$ cat config.mk
export PLATFORM = sky130hd
export DESIGN_NAME = instruction_fetch
export DESIGN_NICKNAME = d
export VERILOG_FILES = /design/src/rtl/riscv_pkg.sv /design/src/rtl/fetch_hold_buffer.sv /design/src/rtl/instruction_fetch.sv
export SDC_FILE = /design/constraint.sdc
export NUM_CORES = 1
export LEC_CHECK = 0
export ABC_AREA = 0
export CAP_MARGIN = 20
export CORE_MARGIN = 2
export CORE_UTILIZATION = 50
export CTS_BUF_LIST = sky130_fd_sc_hd__clkbuf_2 sky130_fd_sc_hd__clkbuf_4 sky130_fd_sc_hd__clkbuf_8
export DETAILED_ROUTE_END_ITERATION = 7
export HOLD_SLACK_MARGIN = 0.03
export PLACE_DENSITY = 0.85
export REMOVE_ABC_BUFFERS = 1
export SKIP_CTS_REPAIR_TIMING = 1
export SKIP_LAST_GASP = 1
export SLEW_MARGIN = 20
export SYNTH_ARGS = -nofsm -noshare
export SYNTH_HDL_FRONTEND = slang
export SYNTH_SLANG_ARGS = --single-unit
$ cat constraint.sdc
create_clock -name clk -period 6.3 [get_ports clk]
set_input_delay 0.63 -clock clk [delete_from_list [all_inputs] [get_ports clk]]
set_output_delay 0.63 -clock clk [all_outputs]
set_load 0.05 [all_outputs]
$ cat src/rtl/riscv_pkg.sv
// rtl/riscv_pkg.sv - shared opcodes, bubble instruction and fetch FSM state type
package riscv_pkg;

  localparam logic [6:0] OP_R      = 7'b0110011;
  localparam logic [6:0] OP_I_ALU  = 7'b0010011;
  localparam logic [6:0] OP_LOAD   = 7'b0000011;
  localparam logic [6:0] OP_STORE  = 7'b0100011;
  localparam logic [6:0] OP_BRANCH = 7'b1100011;

  localparam logic [31:0] NOP_INSTR = 32'h0000_0013;

  typedef enum logic [1:0] {
    FETCH = 2'd0,
    HOLD  = 2'd1,
    KILL  = 2'd2,
    HALT  = 2'd3
  } fetch_state_t;

endpackage

$ cat src/rtl/fetch_hold_buffer.sv
// rtl/fetch_hold_buffer.sv - one-entry instruction+PC parking register used while decode stalls
module fetch_hold_buffer (
  input  logic        clk,
  input  logic        reset,
  input  logic        load_i,
  input  logic        drop_i,
  input  logic [31:0] instr_i,
  input  logic [31:0] pc_i,
  output logic        full_o,
  output logic [31:0] instr_o,
  output logic [31:0] pc_o
);

  logic        full_q, full_d;
  logic [31:0] instr_q, instr_d;
  logic [31:0] pc_q, pc_d;

  always_comb begin
    full_d  = full_q;
    instr_d = instr_q;
    pc_d    = pc_q;
    if (load_i) begin
      full_d  = 1'b1;
      instr_d = instr_i;
      pc_d    = pc_i;
    end else if (drop_i) begin
      full_d = 1'b0;
    end
  end

  always_ff @(posedge clk or posedge reset) begin
    if (reset) begin
      full_q  <= 1'b0;
      instr_q <= 32'h0;
      pc_q    <= 32'h0;
    end else begin
      full_q  <= full_d;
      instr_q <= instr_d;
      pc_q    <= pc_d;
    end
  end

  assign full_o  = full_q;
  assign instr_o = instr_q;
  assign pc_o    = pc_q;

endmodule

$ cat src/rtl/instruction_fetch.sv
// rtl/instruction_fetch.sv - fetch stage: PC_F, imem handshake, IF/ID register; IFETCH_MISALIGN_TRAP_EN adds misaligned_F
module instruction_fetch #(
  parameter logic [31:0] RESET_PC  = 32'h0000_0000,
  parameter logic [31:0] NOP_INSTR = 32'h0000_0013
) (
  input  logic        clk,
  input  logic        reset,
  input  logic        stall_D,
  input  logic        flush_D,
  input  logic        pc_src_E,
  input  logic [31:0] pc_target_E,
  output logic        imem_req,
  output logic [31:0] imem_addr,
  input  logic        imem_ack,
  input  logic [31:0] imem_rdata,
  output logic [31:0] instr_D,
  output logic [31:0] pc_D,
  output logic [31:0] pc_plus4_D,
  output logic        valid_D
`ifdef IFETCH_MISALIGN_TRAP_EN
  , output logic      misaligned_F
`endif
);

  import riscv_pkg::*;

  fetch_state_t state_q, state_d;
  logic [31:0]  pc_q, pc_d;
  logic [31:0]  kill_addr_q, kill_addr_d;
  logic [31:0]  id_instr_q, id_instr_d;
  logic [31:0]  id_pc_q, id_pc_d;
  logic [31:0]  id_pc4_q, id_pc4_d;
  logic         id_valid_q, id_valid_d;
  logic         req_c, load_id;
  logic [31:0]  load_instr, load_pc, target;
  logic         hb_load, hb_drop, hb_full;
  logic [31:0]  hb_instr, hb_pc;

`ifdef IFETCH_MISALIGN_TRAP_EN
  logic mis_q, mis_d;
  assign target       = pc_target_E;
  assign misaligned_F = mis_q;
`else
  assign target = pc_target_E & ~32'h3;
`endif

  fetch_hold_buffer u_hold (
    .clk     (clk),
    .reset   (reset),
    .load_i  (hb_load),
    .drop_i  (hb_drop),
    .instr_i (imem_rdata),
    .pc_i    (pc_q),
    .full_o  (hb_full),
    .instr_o (hb_instr),
    .pc_o    (hb_pc)
  );

  always_comb begin
    state_d     = state_q;
    pc_d        = pc_q;
    kill_addr_d = kill_addr_q;
    req_c       = 1'b0;
    load_id     = 1'b0;
    load_instr  = imem_rdata;
    load_pc     = pc_q;
    hb_load     = 1'b0;
    hb_drop     = 1'b0;
`ifdef IFETCH_MISALIGN_TRAP_EN
    mis_d       = mis_q;
`endif
    case (state_q)
      FETCH: begin
        req_c = 1'b1;
        if (imem_ack) begin
          if (pc_src_E) begin
            pc_d = target;
          end else if (stall_D) begin
            hb_load = 1'b1;
            state_d = HOLD;
          end else begin
            load_id = 1'b1;
            pc_d    = pc_q + 32'd4;
          end
        end else if (pc_src_E) begin
          pc_d        = target;
          kill_addr_d = pc_q;
          state_d     = KILL;
        end
      end
      HOLD: begin
        if (pc_src_E) begin
          hb_drop = 1'b1;
          pc_d    = target;
          state_d = FETCH;
        end else if (!stall_D && hb_full) begin
          hb_drop    = 1'b1;
          load_id    = 1'b1;
          load_instr = hb_instr;
          load_pc    = hb_pc;
          pc_d       = pc_q + 32'd4;
          state_d    = FETCH;
        end
      end
      KILL: begin
        // The stale request must still complete before the new PC is fetched.
        req_c = 1'b1;
        if (pc_src_E) pc_d = target;
        if (imem_ack) state_d = FETCH;
      end
      default: ;
    endcase
`ifdef IFETCH_MISALIGN_TRAP_EN
    if (state_d == FETCH && pc_d[1:0] != 2'b00 && (pc_src_E || state_q == KILL)) begin
      state_d = HALT;
      mis_d   = 1'b1;
    end
`endif
  end

  always_comb begin
    id_instr_d = id_instr_q;
    id_pc_d    = id_pc_q;
    id_pc4_d   = id_pc4_q;
    id_valid_d = id_valid_q;
    if (flush_D) begin
      id_instr_d = NOP_INSTR;
      id_valid_d = 1'b0;
    end else if (stall_D) begin
      id_valid_d = id_valid_q;
    end else if (load_id) begin
      id_instr_d = load_instr;
      id_pc_d    = load_pc;
      id_pc4_d   = load_pc + 32'd4;
      id_valid_d = 1'b1;
    end else begin
      id_instr_d = NOP_INSTR;
      id_valid_d = 1'b0;
    end
  end

  always_ff @(posedge clk or posedge reset) begin
    if (reset) begin
      state_q     <= FETCH;
      pc_q        <= RESET_PC;
      kill_addr_q <= 32'h0;
      id_instr_q  <= NOP_INSTR;
      id_pc_q     <= 32'h0;
      id_pc4_q    <= 32'h0;
      id_valid_q  <= 1'b0;
`ifdef IFETCH_MISALIGN_TRAP_EN
      mis_q       <= 1'b0;
`endif
    end else begin
      state_q     <= state_d;
      pc_q        <= pc_d;
      kill_addr_q <= kill_addr_d;
      id_instr_q  <= id_instr_d;
      id_pc_q     <= id_pc_d;
      id_pc4_q    <= id_pc4_d;
      id_valid_q  <= id_valid_d;
`ifdef IFETCH_MISALIGN_TRAP_EN
      mis_q       <= mis_d;
`endif
    end
  end

  assign imem_req   = req_c & ~reset;
  assign imem_addr  = (state_q == KILL) ? kill_addr_q : pc_q;
  assign instr_D    = id_instr_q;
  assign pc_D       = id_pc_q;
  assign pc_plus4_D = id_pc4_q;
  assign valid_D    = id_valid_q;

endmodule

==> flow_metrics.env <==
export IMPL_router_iterations_before_antenna_repair=7
export IMPL_clk_root_buffer_cell="sky130_fd_sc_hd__clkbuf_8"
export IMPL_critical_path_endpoint_type="flop"
export IMPL_post_dp_cell_area_sq_um=13470
export IMPL_die_h_microns=155.2
export IMPL_cts_tree="built"
export IMPL_finalClockSkew_ps=25.39
export IMPL_io_pin_count=200
export IMPL_vdd_drop_max_mv=0.3236
export IMPL_setup_violations_final=0
export IMPL_synth_distinct_cells=70
export IMPL_first_global_vias=9952
export IMPL_yosys_warnings=0
export IMPL_dpl_hpwl_microns=21060
export IMPL_crit_path_start_kind="input pin"
export IMPL_initialDrtViolationCount=862
export IMPL_fin_nets=1484
export IMPL_async_flop_share=1.000
export IMPL_design_die_area_sq_um=24090
export IMPL_insertion_delay_ps=540
export IMPL_routed_wirelength_microns=31700
export IMPL_tightest_slew_ps=1111
export IMPL_status="finished, final reports clean"
export IMPL_synth_sequential_area_ratio=0.4949
export IMPL_power_leakage_nw=6.471
export IMPL_clock_pin_slew_on_the_worst_setup_and_hold_paths_ps=60
export IMPL_final_cell_area_sq_um=14300
export IMPL_synthesis_instances=1254
export IMPL_min_path_type="flop to flop"
export IMPL_postSynthAreaPerCell_sq_um=9.119
export IMPL_final_min_clock_period_ps=4021
export IMPL_number_of_port_buffers=197
export IMPL_clk_path_buf_depth=3
export IMPL_cp_arrival_ps=4450
export IMPL_drv_max_cap_violation_count=0
export IMPL_finalWeightedCongestion=0.8822
export IMPL_antenna_cells_inserted=0
export IMPL_number_of_antenna_violations_at_the_first_check_in_global_routing=0
export IMPL_finalCritPeriodShare=0.6382
export IMPL_drive_gt1_frac=0.1107
export IMPL_layout_commonest_cell="sky130_fd_sc_hd__nand2_1"
export IMPL_overall_fraction_of_global_route_tracks_in_use=0.2614
export IMPL_die_x_microns=155.2
export IMPL_antenna_violating_nets_post_route=0
export IMPL_routed_via_density=5.890
export IMPL_start_util=0.5066
export IMPL_vias=10140
export IMPL_slew_headroom=0.2558
export IMPL_yosys_most_used_dff="sky130_fd_sc_hd__dfrtp_1"
export IMPL_htree_levels=2
export IMPL_avgRoutedWirePerCell_microns=18.42
export IMPL_core_sq_um=22570
export IMPL_fmax_mhz=248.7
export IMPL_rows=55
export IMPL_p_per_area_nw_per_um2=509.4
export IMPL_grt_max_degree=116
export IMPL_crit_path_max_fanout=27
export IMPL_flow_area_growth_from_synthesis_pct=25.01
export IMPL_mappedNetlistArea_sq_um=11430
export IMPL_sinks_on_the_clock_net=226
export IMPL_unrepaired_setup_endpoints_after_global_routing="false"
export IMPL_fin_ws_ps=2279
export IMPL_cts_made_buffers=39
export IMPL_synth_edff_count=0
export IMPL_drc=0
export IMPL_path_class="input pin to flop"
export IMPL_fin_setup_tns_ps=0
export IMPL_remaining_global_route_overflow=0
export IMPL_grt_pass1_wl_microns=50780
export IMPL_final_hold_viol_count=0
export IMPL_final_max_slew_viol_count=0
export IMPL_cp_required_ps=6720
export IMPL_dp_slack_ps=1748
export IMPL_yosys_register_bits=226
export IMPL_final_cell_mix="342 x sky130_fd_sc_hd__nand2_1, 223 x sky130_fd_sc_hd__dfrtp_1, 197 x sky130_fd_sc_hd__clkdlybuf4s50_1"
## power by group
part	switching (mW)	leakage [nW]	internal, mW
Sequential	0.504	2.91	2.00
Combinational	2.22	3.13	1.20
Clock	0.598	0.425	0.766
## critical path: stages
cell	delay, ps
sky130_fd_sc_hd__clkdlybuf4s50_1	900
sky130_fd_sc_hd__and4bb_2	960
sky130_fd_sc_hd__nand2_1	160
sky130_fd_sc_hd__nand2_1	110
sky130_fd_sc_hd__ha_1	370
sky130_fd_sc_hd__nand3_1	110
sky130_fd_sc_hd__nor2_1	150
sky130_fd_sc_hd__a22oi_2	280
sky130_fd_sc_hd__or3_1	440
sky130_fd_sc_hd__a221o_1	300
## worst paths after layout
| check | endpoint | startpoint | depth (start not counted) | slack (ps) |
|---|---|---|---|---|
| setup / recovery | pc_plus4_D[28]$_DFFE_PP0P_ | pc_src_E | 10 | 2280 |
| hold / removal | u_hold.pc_o[1]$_DFFE_PP0P_ | u_hold.pc_o[1]$_DFFE_PP0P_ | 2 | 470 |
| setup reg to reg | pc_plus4_D[28]$_DFFE_PP0P_ | state_q[1]$_DFFE_PP0P_ | 11 | 2630 |
| hold reg to reg | u_hold.pc_o[1]$_DFFE_PP0P_ | u_hold.pc_o[1]$_DFFE_PP0P_ | 2 | 470 |
| max in group asynchronous | kill_addr_q[10]$_DFFE_PP0P_ | reset | 3 | 4360 |
| min in group asynchronous | u_hold.full_o$_DFFE_PP0P_ | reset | 2 | 630 |
## area by class of cell
class	count	area, sq um
clock buffers	61	758.2
clock inverters	8	47.55
fillers	1775	8277
inverters	18	75.07
multi-input cells	911	5314
flip-flops and latches	226	5659
well taps	285	356.6
repair buffers	212	2085
## cell families after synthesis
| kind of cell | Yosys count | synth area share |
|---|---|---|
| multiplexers | 100 | 0.09312 |
| XOR/XNOR | 20 | 0.01532 |
| buffers and inverters | 117 | 0.04508 |
| AND/OR/NAND/NOR | 528 | 0.2054 |
| AO/OA/AOI/OAI | 257 | 0.1396 |
| adder cells (fa/ha/maj) | 6 | 0.006565 |
| flip-flops | 226 | 0.4949 |
## sequential cells by signal, indices dropped and copies added, names as in the netlist, 2 cells and up
name / flops
instr_D: 32
kill_addr_q: 32
pc_D: 32
pc_q: 32
u_hold.instr_o: 32
u_hold.pc_o: 32
pc_plus4_D: 30
state_q: 2
## per-layer routing
metal,up-vias,routed length (microns),GRT usage
li1,4666,-,-
met1,4946,13570,0.3524
met2,458,14640,0.4142
met3,67,2431,0.05042
met4,0,1064,0.1153
met5,-,0,0
## through the flow
| stage | cells | hold WS (ps) | total power [mW] | utilization |
|---|---|---|---|---|
| 2_1_floorplan | 1155 | 445.0 | 4.720 | - |
| 3_3_place_gp | 1652 | 456.1 | 5.788 | 0.5969 |
| 3_5_place_dp | 1652 | 460.9 | 5.898 | 0.5969 |
| 4_1_cts | 1721 | 475.2 | 7.278 | 0.6326 |
| 5_1_grt | 1721 | 494.2 | 7.671 | 0.6333 |
| 6_report | 1721 | 473.1 | 7.282 | 0.6333 |
## synth_stat cells, types with 5 or more instances
cell type | n | area [sq um]
sky130_fd_sc_hd__a31oi_1 | 18 | 112.6
sky130_fd_sc_hd__o21ai_0 | 115 | 575.6
sky130_fd_sc_hd__a21oi_1 | 35 | 175.2
sky130_fd_sc_hd__nor2_1 | 52 | 195.2
sky130_fd_sc_hd__buf_1 | 5 | 18.77
sky130_fd_sc_hd__o211ai_1 | 9 | 67.56
sky130_fd_sc_hd__buf_2 | 25 | 125.1
sky130_fd_sc_hd__dfrtp_1 | 223 | 5580
sky130_fd_sc_hd__or4_1 | 6 | 45.04
sky130_fd_sc_hd__ha_1 | 6 | 75.07
sky130_fd_sc_hd__mux2i_1 | 51 | 510.5
sky130_fd_sc_hd__mux2_2 | 48 | 540.5
sky130_fd_sc_hd__nand2_1 | 342 | 1284
sky130_fd_sc_hd__nor4_1 | 13 | 81.33
sky130_fd_sc_hd__o31ai_1 | 9 | 67.56
sky130_fd_sc_hd__nor3_1 | 19 | 95.09
sky130_fd_sc_hd__xor2_1 | 5 | 43.79
sky130_fd_sc_hd__a221o_1 | 9 | 90.09
sky130_fd_sc_hd__inv_1 | 18 | 67.56
sky130_fd_sc_hd__o311ai_0 | 6 | 52.55
sky130_fd_sc_hd__nand4_1 | 14 | 87.58
sky130_fd_sc_hd__xnor2_1 | 15 | 131.4
sky130_fd_sc_hd__or3_1 | 9 | 56.30
sky130_fd_sc_hd__nand2b_1 | 8 | 50.05
sky130_fd_sc_hd__nand3_1 | 36 | 180.2
sky130_fd_sc_hd__clkbuf_1 | 61 | 229.0
sky130_fd_sc_hd__a21o_1 | 14 | 105.1
Note: power is estimated with default switching activity, not from simulation.
